<file path="config.mk">
export PLATFORM = sky130hd
export DESIGN_NAME = write_data
export DESIGN_NICKNAME = d
export VERILOG_FILES = /design/src/rtl/write_data.sv
export SDC_FILE = /design/constraint.sdc
export NUM_CORES = 1
export LEC_CHECK = 0
export ABC_AREA = 0
export CORE_ASPECT_RATIO = 1.5
export CORE_MARGIN = 5
export CORE_UTILIZATION = 50
export CTS_BUF_LIST = sky130_fd_sc_hd__clkbuf_8
export CTS_CLUSTER_DIAMETER = 60
export DETAILED_ROUTE_END_ITERATION = 6
export PLACE_DENSITY = 0.73
export SYNTH_ARGS = -nofsm -noshare
export SYNTH_HDL_FRONTEND = slang
export SYNTH_SLANG_ARGS = --single-unit
</file>
<file path="constraint.sdc">
create_clock -name clk -period 6.33 [get_ports clk]
set_input_delay 0.9495 -clock clk [delete_from_list [all_inputs] [get_ports clk]]
set_output_delay 0.9495 -clock clk [all_outputs]
set_load 0.02 [all_outputs]
</file>
<file path="src/rtl/write_data.sv">
// Receive-side frame buffer: packs 2-bit H-matrix beats into 16-bit symbol
// words, holds a completed frame until acknowledged, and serves registered reads.
module write_data (
    input  logic        clk,
    input  logic        rst,
    input  logic        sof,
    input  logic        din_valid,
    input  logic [1:0]  din,
    input  logic        frame_ack,
    input  logic        rd_en,
    input  logic [3:0]  rd_addr,
    output logic [15:0] rd_data,
    output logic        busy,
    output logic        full,
    output logic        frame_done,
    output logic [3:0]  sym_cnt,
    output logic        resync_err,
    output logic        overflow
);

    typedef enum logic [1:0] {
        IDLE = 2'd0,
        RECV = 2'd1,
        FULL = 2'd2
    } state_t;

    state_t      state_r, state_s;
    logic [2:0]  beat_cnt_r, beat_cnt_s;
    logic [3:0]  sym_cnt_r, sym_cnt_s;
    logic [13:0] shift_r, shift_s;
    logic        resync_err_r, resync_err_s;
    logic        overflow_r, overflow_s;
    logic        frame_done_r, frame_done_s;
    logic        busy_r, full_r;
    logic [15:0] rd_data_r;
    logic        mem_we_s;
    logic [3:0]  mem_waddr_s;
    logic [15:0] mem_wdata_s;
    logic [15:0] mem_r [0:15];

    // Next-state, counter, flag and buffer-write decode.
    always_comb begin
        state_s      = state_r;
        beat_cnt_s   = beat_cnt_r;
        sym_cnt_s    = sym_cnt_r;
        shift_s      = shift_r;
        resync_err_s = resync_err_r;
        overflow_s   = overflow_r;
        frame_done_s = 1'b0;
        mem_we_s     = 1'b0;
        mem_waddr_s  = sym_cnt_r;
        mem_wdata_s  = {din, shift_r};
        case (state_r)
            IDLE: begin
                if (sof) begin
                    state_s    = RECV;
                    beat_cnt_s = 3'd0;
                    sym_cnt_s  = 4'd0;
                    shift_s    = 14'd0;
                end else begin
                    state_s = IDLE;
                end
            end
            RECV: begin
                // The 128th beat wins over a coincident sof; that sof counts as arriving in FULL.
                if (din_valid && (beat_cnt_r == 3'd7) && (sym_cnt_r == 4'd15)) begin
                    mem_we_s     = 1'b1;
                    frame_done_s = 1'b1;
                    state_s      = FULL;
                    beat_cnt_s   = 3'd0;
                    sym_cnt_s    = 4'd0;
                    if (sof) begin
                        overflow_s = 1'b1;
                    end else begin
                        overflow_s = overflow_r;
                    end
                end else if (sof) begin
                    beat_cnt_s   = 3'd0;
                    sym_cnt_s    = 4'd0;
                    shift_s      = 14'd0;
                    resync_err_s = 1'b1;
                end else if (din_valid) begin
                    if (beat_cnt_r == 3'd7) begin
                        mem_we_s   = 1'b1;
                        beat_cnt_s = 3'd0;
                        sym_cnt_s  = sym_cnt_r + 4'd1;
                    end else begin
                        shift_s    = {din, shift_r[13:2]};
                        beat_cnt_s = beat_cnt_r + 3'd1;
                    end
                end else begin
                    state_s = RECV;
                end
            end
            FULL: begin
                if (frame_ack) begin
                    resync_err_s = 1'b0;
                    overflow_s   = 1'b0;
                    if (sof) begin
                        state_s    = RECV;
                        beat_cnt_s = 3'd0;
                        sym_cnt_s  = 4'd0;
                        shift_s    = 14'd0;
                    end else begin
                        state_s = IDLE;
                    end
                end else if (sof) begin
                    overflow_s = 1'b1;
                end else begin
                    state_s = FULL;
                end
            end
            default: begin
                state_s    = IDLE;
                beat_cnt_s = 3'd0;
                sym_cnt_s  = 4'd0;
                shift_s    = 14'd0;
            end
        endcase
    end

    // Control state, counters, flags, status outputs and read port.
    always_ff @(posedge clk or negedge rst) begin
        if (!rst) begin
            state_r      <= IDLE;
            beat_cnt_r   <= 3'd0;
            sym_cnt_r    <= 4'd0;
            shift_r      <= 14'd0;
            resync_err_r <= 1'b0;
            overflow_r   <= 1'b0;
            frame_done_r <= 1'b0;
            busy_r       <= 1'b0;
            full_r       <= 1'b0;
            rd_data_r    <= 16'd0;
        end else begin
            state_r      <= state_s;
            beat_cnt_r   <= beat_cnt_s;
            sym_cnt_r    <= sym_cnt_s;
            shift_r      <= shift_s;
            resync_err_r <= resync_err_s;
            overflow_r   <= overflow_s;
            frame_done_r <= frame_done_s;
            busy_r       <= (state_s != IDLE);
            full_r       <= (state_s == FULL);
            if (rd_en) begin
                rd_data_r <= mem_r[rd_addr];
            end else begin
                rd_data_r <= rd_data_r;
            end
        end
    end

    // Symbol buffer storage; contents deliberately survive reset.
    always_ff @(posedge clk) begin
        if (mem_we_s) begin
            mem_r[mem_waddr_s] <= mem_wdata_s;
        end
    end

    assign rd_data    = rd_data_r;
    assign busy       = busy_r;
    assign full       = full_r;
    assign frame_done = frame_done_r;
    assign sym_cnt    = sym_cnt_r;
    assign resync_err = resync_err_r;
    assign overflow   = overflow_r;

endmodule
</file>
==> impl_results.md <==
* Placer's final routability congestion estimate at 0.861
* Root buffer cell: clkbuf_8
* Slew Limit Fails at 0
* Placed wire-length estimate at 13600 um
* Skew final at 21.5 ps
* Post-synth EDFFs at 256
* Yosys reg bits at 300
* Post-synthesis area per instance at 20.5 sq um
* H-tree lvl count at 2
* TritonRoute pass-1 iters at 5
* Leakage at 4.32 nW
* Largest net degree at the start of global routing at 65
* Cts hold-fix bufs at 0
* Post-synth top cells: edfxtp_1 (256), mux4_2 (61), dfrtp_1 (44), o22ai_1 (26), a21oi_1 (24)
* Layout cells sized above 1 at 26.2%
* Top-count cell post-synth: edfxtp_1
* # clock sinks at 300
* Top cells by area, synth: edfxtp_1 (66%), mux4_2 (12%), dfrtp_1 (9.5%)
* Worst setup SP type: primary input
* Async S/R FF share, synth at 14.7%
* Met3 WL post-DR at 1250 um
* Worst hold path type: reg2reg
* Routed WL at 23700 um
* Routed WL per cell at 25.2 um
* Max Used Layer: met4
* Final net count at 648
* Vias after detailed routing at 5761
* P per Cell Area at 291 mW/mm^2
* Wire length on met2 at 13100 um
* Vias per cell at 6.12
* Initial core utilization at 50.5%
* Fillers at 1669
* Worst r2r path cells at 7
* R2R Setup Slk at 3720 ps
* Initial antenna violation count at 0
* Register area share after synthesis at 75.8%
* Number of antenna diodes at 0
* Post-CTS Setup Bufs at 0
* Yosys cell types at 36
* Post-route setup TNS at 0 ps
* Worst Path Max Fanout at 9
* CTS clk-pin slew, worst paths at 70 ps
* Total GRT Usage at 18.5%
* FP Rows at 68
* FF-to-FF End: mem_r[12][5]
* Final Hold Fails at 0
* Post-CTS resize count at 0
* Yosys warning count at 0
* Largest area contributor in the netlist: edfxtp_1
* Min Tclk post-route at 2800 ps
* Yosys top cell area share at 66.3%
* Outcome: completed
* Ports at 37
* Detailed Route Iter0 Violations at 549
* Primary FF master, synth: edfxtp_1
* CP startpoint: din_valid
* Max-cap violations at 0
* CTS max path bufs at 3
* Core box area at 0.0230 sq mm
* Crit path to: mem_r[12][5]
* Final instance area at 0.0131 sq mm
* RSZ-0062 raised after global routing: false
* Die X at 134 um
* Synthesis-to-layout area growth at 12.6%
* Die ar. at 0.0264 sq mm
* Total grt overflow at 0
* Slew headroom at 17.4%
* Final core occ at 56.9%
* Synth Cell Area at 0.0116 sq mm
* Die Ht at 197 um
* Met1 WL at 8750 um
* Achievable Freq at 357 MHz
* Post-Syn Nets at 583
* Crit share post-route at 44.2%
* CP arrival at 3030 ps
* Syn Inst Count at 565
* Worst setup EP type: flip-flop
* Slew @ Worst Pin at 1240 ps
* CP Data Required Time at 6560 ps
* Setup CP Type: in2reg
* Global-route wire length before repair at 36900 um
* Hold slack at 478 ps
* DRT antenna net count at 0
* Final setup viols at 0
* TritonCTS buffer count at 41
* Startpoint of the worst register-to-register path: beat_cnt_r[0]
* Remaining DRCs at 0
* CTS tree: yes
* Clock Latency Late Sink at 530 ps
* Placed instance area at 0.0123 sq mm
* Buffers added on ports at 36
* Worst IR drop on VDD at 0.211 mV
* Vias in the first global route at 6294
[metal layers]
metal / vias up / global-route usage (%)
li1: 2465 / -
met1: 3041 / 23.1
met2: 205 / 32.7
met3: 50 / 3.19
met4: 0 / 6.79
met5: - / 0
[cells in the final DEF, fill, tap and decap left out, types with 2 or more instances in the layout]
cell             synthesis  final
a22o_1                  16     16
mux2_2                  16     16
clkinvlp_4               0      2
a31oi_1                  2      2
mux4_1                   3      3
inv_1                    6     22
nand2_1                 11     11
mux4_2                  61     61
clkinv_1                 0      3
buf_4                    4     21
bufinv_16                0      2
nor3_2                   0      4
or2_2                    3      3
ha_1                     6      6
o22ai_2                 10     10
clkinv_2                 0      6
o22ai_1                 26     26
buf_2                   17      2
clkdlybuf4s50_1          0     33
and3_1                   3      3
nand2b_1                 5      5
dfrtp_1                 44     44
edfxtp_1               256    256
clkbuf_8                 0     45
o21ai_0                  2      2
nand3_1                  3      3
a21oi_1                 24     24
nor2_1                  18     18
a211oi_1                 2      2
[logic make-up after synthesis]
logic type	Yosys count	share of synthesized area (%)
buffers and inverters	40	1.94
and+or+nand+nor	52	2.17
muxes	81	14.2
adders and majority gates	6	0.647
AOI/OAI and AO/OA	86	5.33
DFF	300	75.8
[critical path, cell delays in order]
cell	delay, ps
clkdlybuf4s50_1	540
nand2_1	130
a211oi_1	320
nand2_1	200
nor2_1	580
buf_4	300
[sequential cells by signal (all words and copies together) (netlist names), 2 cells and up]
signal	flops
state_r	2
beat_cnt_r	3
shift_r	14
sym_cnt	4
rd_data	16
mem_r	256
[worst min-delay path by stage]
| stage | start | endpoint | slack, ps | cells after the start |
|---|---|---|---|---|
| 3_3_place_gp | beat_cnt_r[0] | beat_cnt_r[0] | 480 | 1 |
| 5_1_grt | beat_cnt_r[0] | beat_cnt_r[0] | 500 | 1 |
| 3_5_place_dp | beat_cnt_r[0] | beat_cnt_r[0] | 470 | 1 |
| 4_1_cts | beat_cnt_r[0] | beat_cnt_r[0] | 480 | 1 |
| 6_report | beat_cnt_r[0] | beat_cnt_r[0] | 480 | 1 |
| 2_1_floorplan | beat_cnt_r[0] | beat_cnt_r[0] | 450 | 1 |
[power breakdown]
group          internal (W)  switching, W  total (W)
registers           0.00215     0.0000286    0.00218
logic             0.0000969      0.000107   0.000204
clock network      0.000738      0.000678    0.00142
total               0.00299      0.000814    0.00380
[cell type report]
type / instances / area [sq um] / area share [%]
Sequential cell: 300 / 8790 / 67.3
Clock inverter: 29 / 176 / 1.35
Multi-Input combinational cell: 225 / 2610 / 20.0
Timing Repair Buffer: 56 / 498 / 3.81
Tap cell: 280 / 350 / 2.68
Inverter: 6 / 22.5 / 0.172
Clock buffer: 45 / 619 / 4.74
[metrics by stage]
stage          instances  worst slack, ps  total power [W]
6_report             941             3530          0.00380
3_3_place_gp         867             3090          0.00242
4_1_cts              941             3520          0.00383
5_1_grt              941             3370          0.00395
2_1_floorplan        565             3200          0.00235
3_5_place_dp         867             3000          0.00243
(Power assumes the default switching activity.)
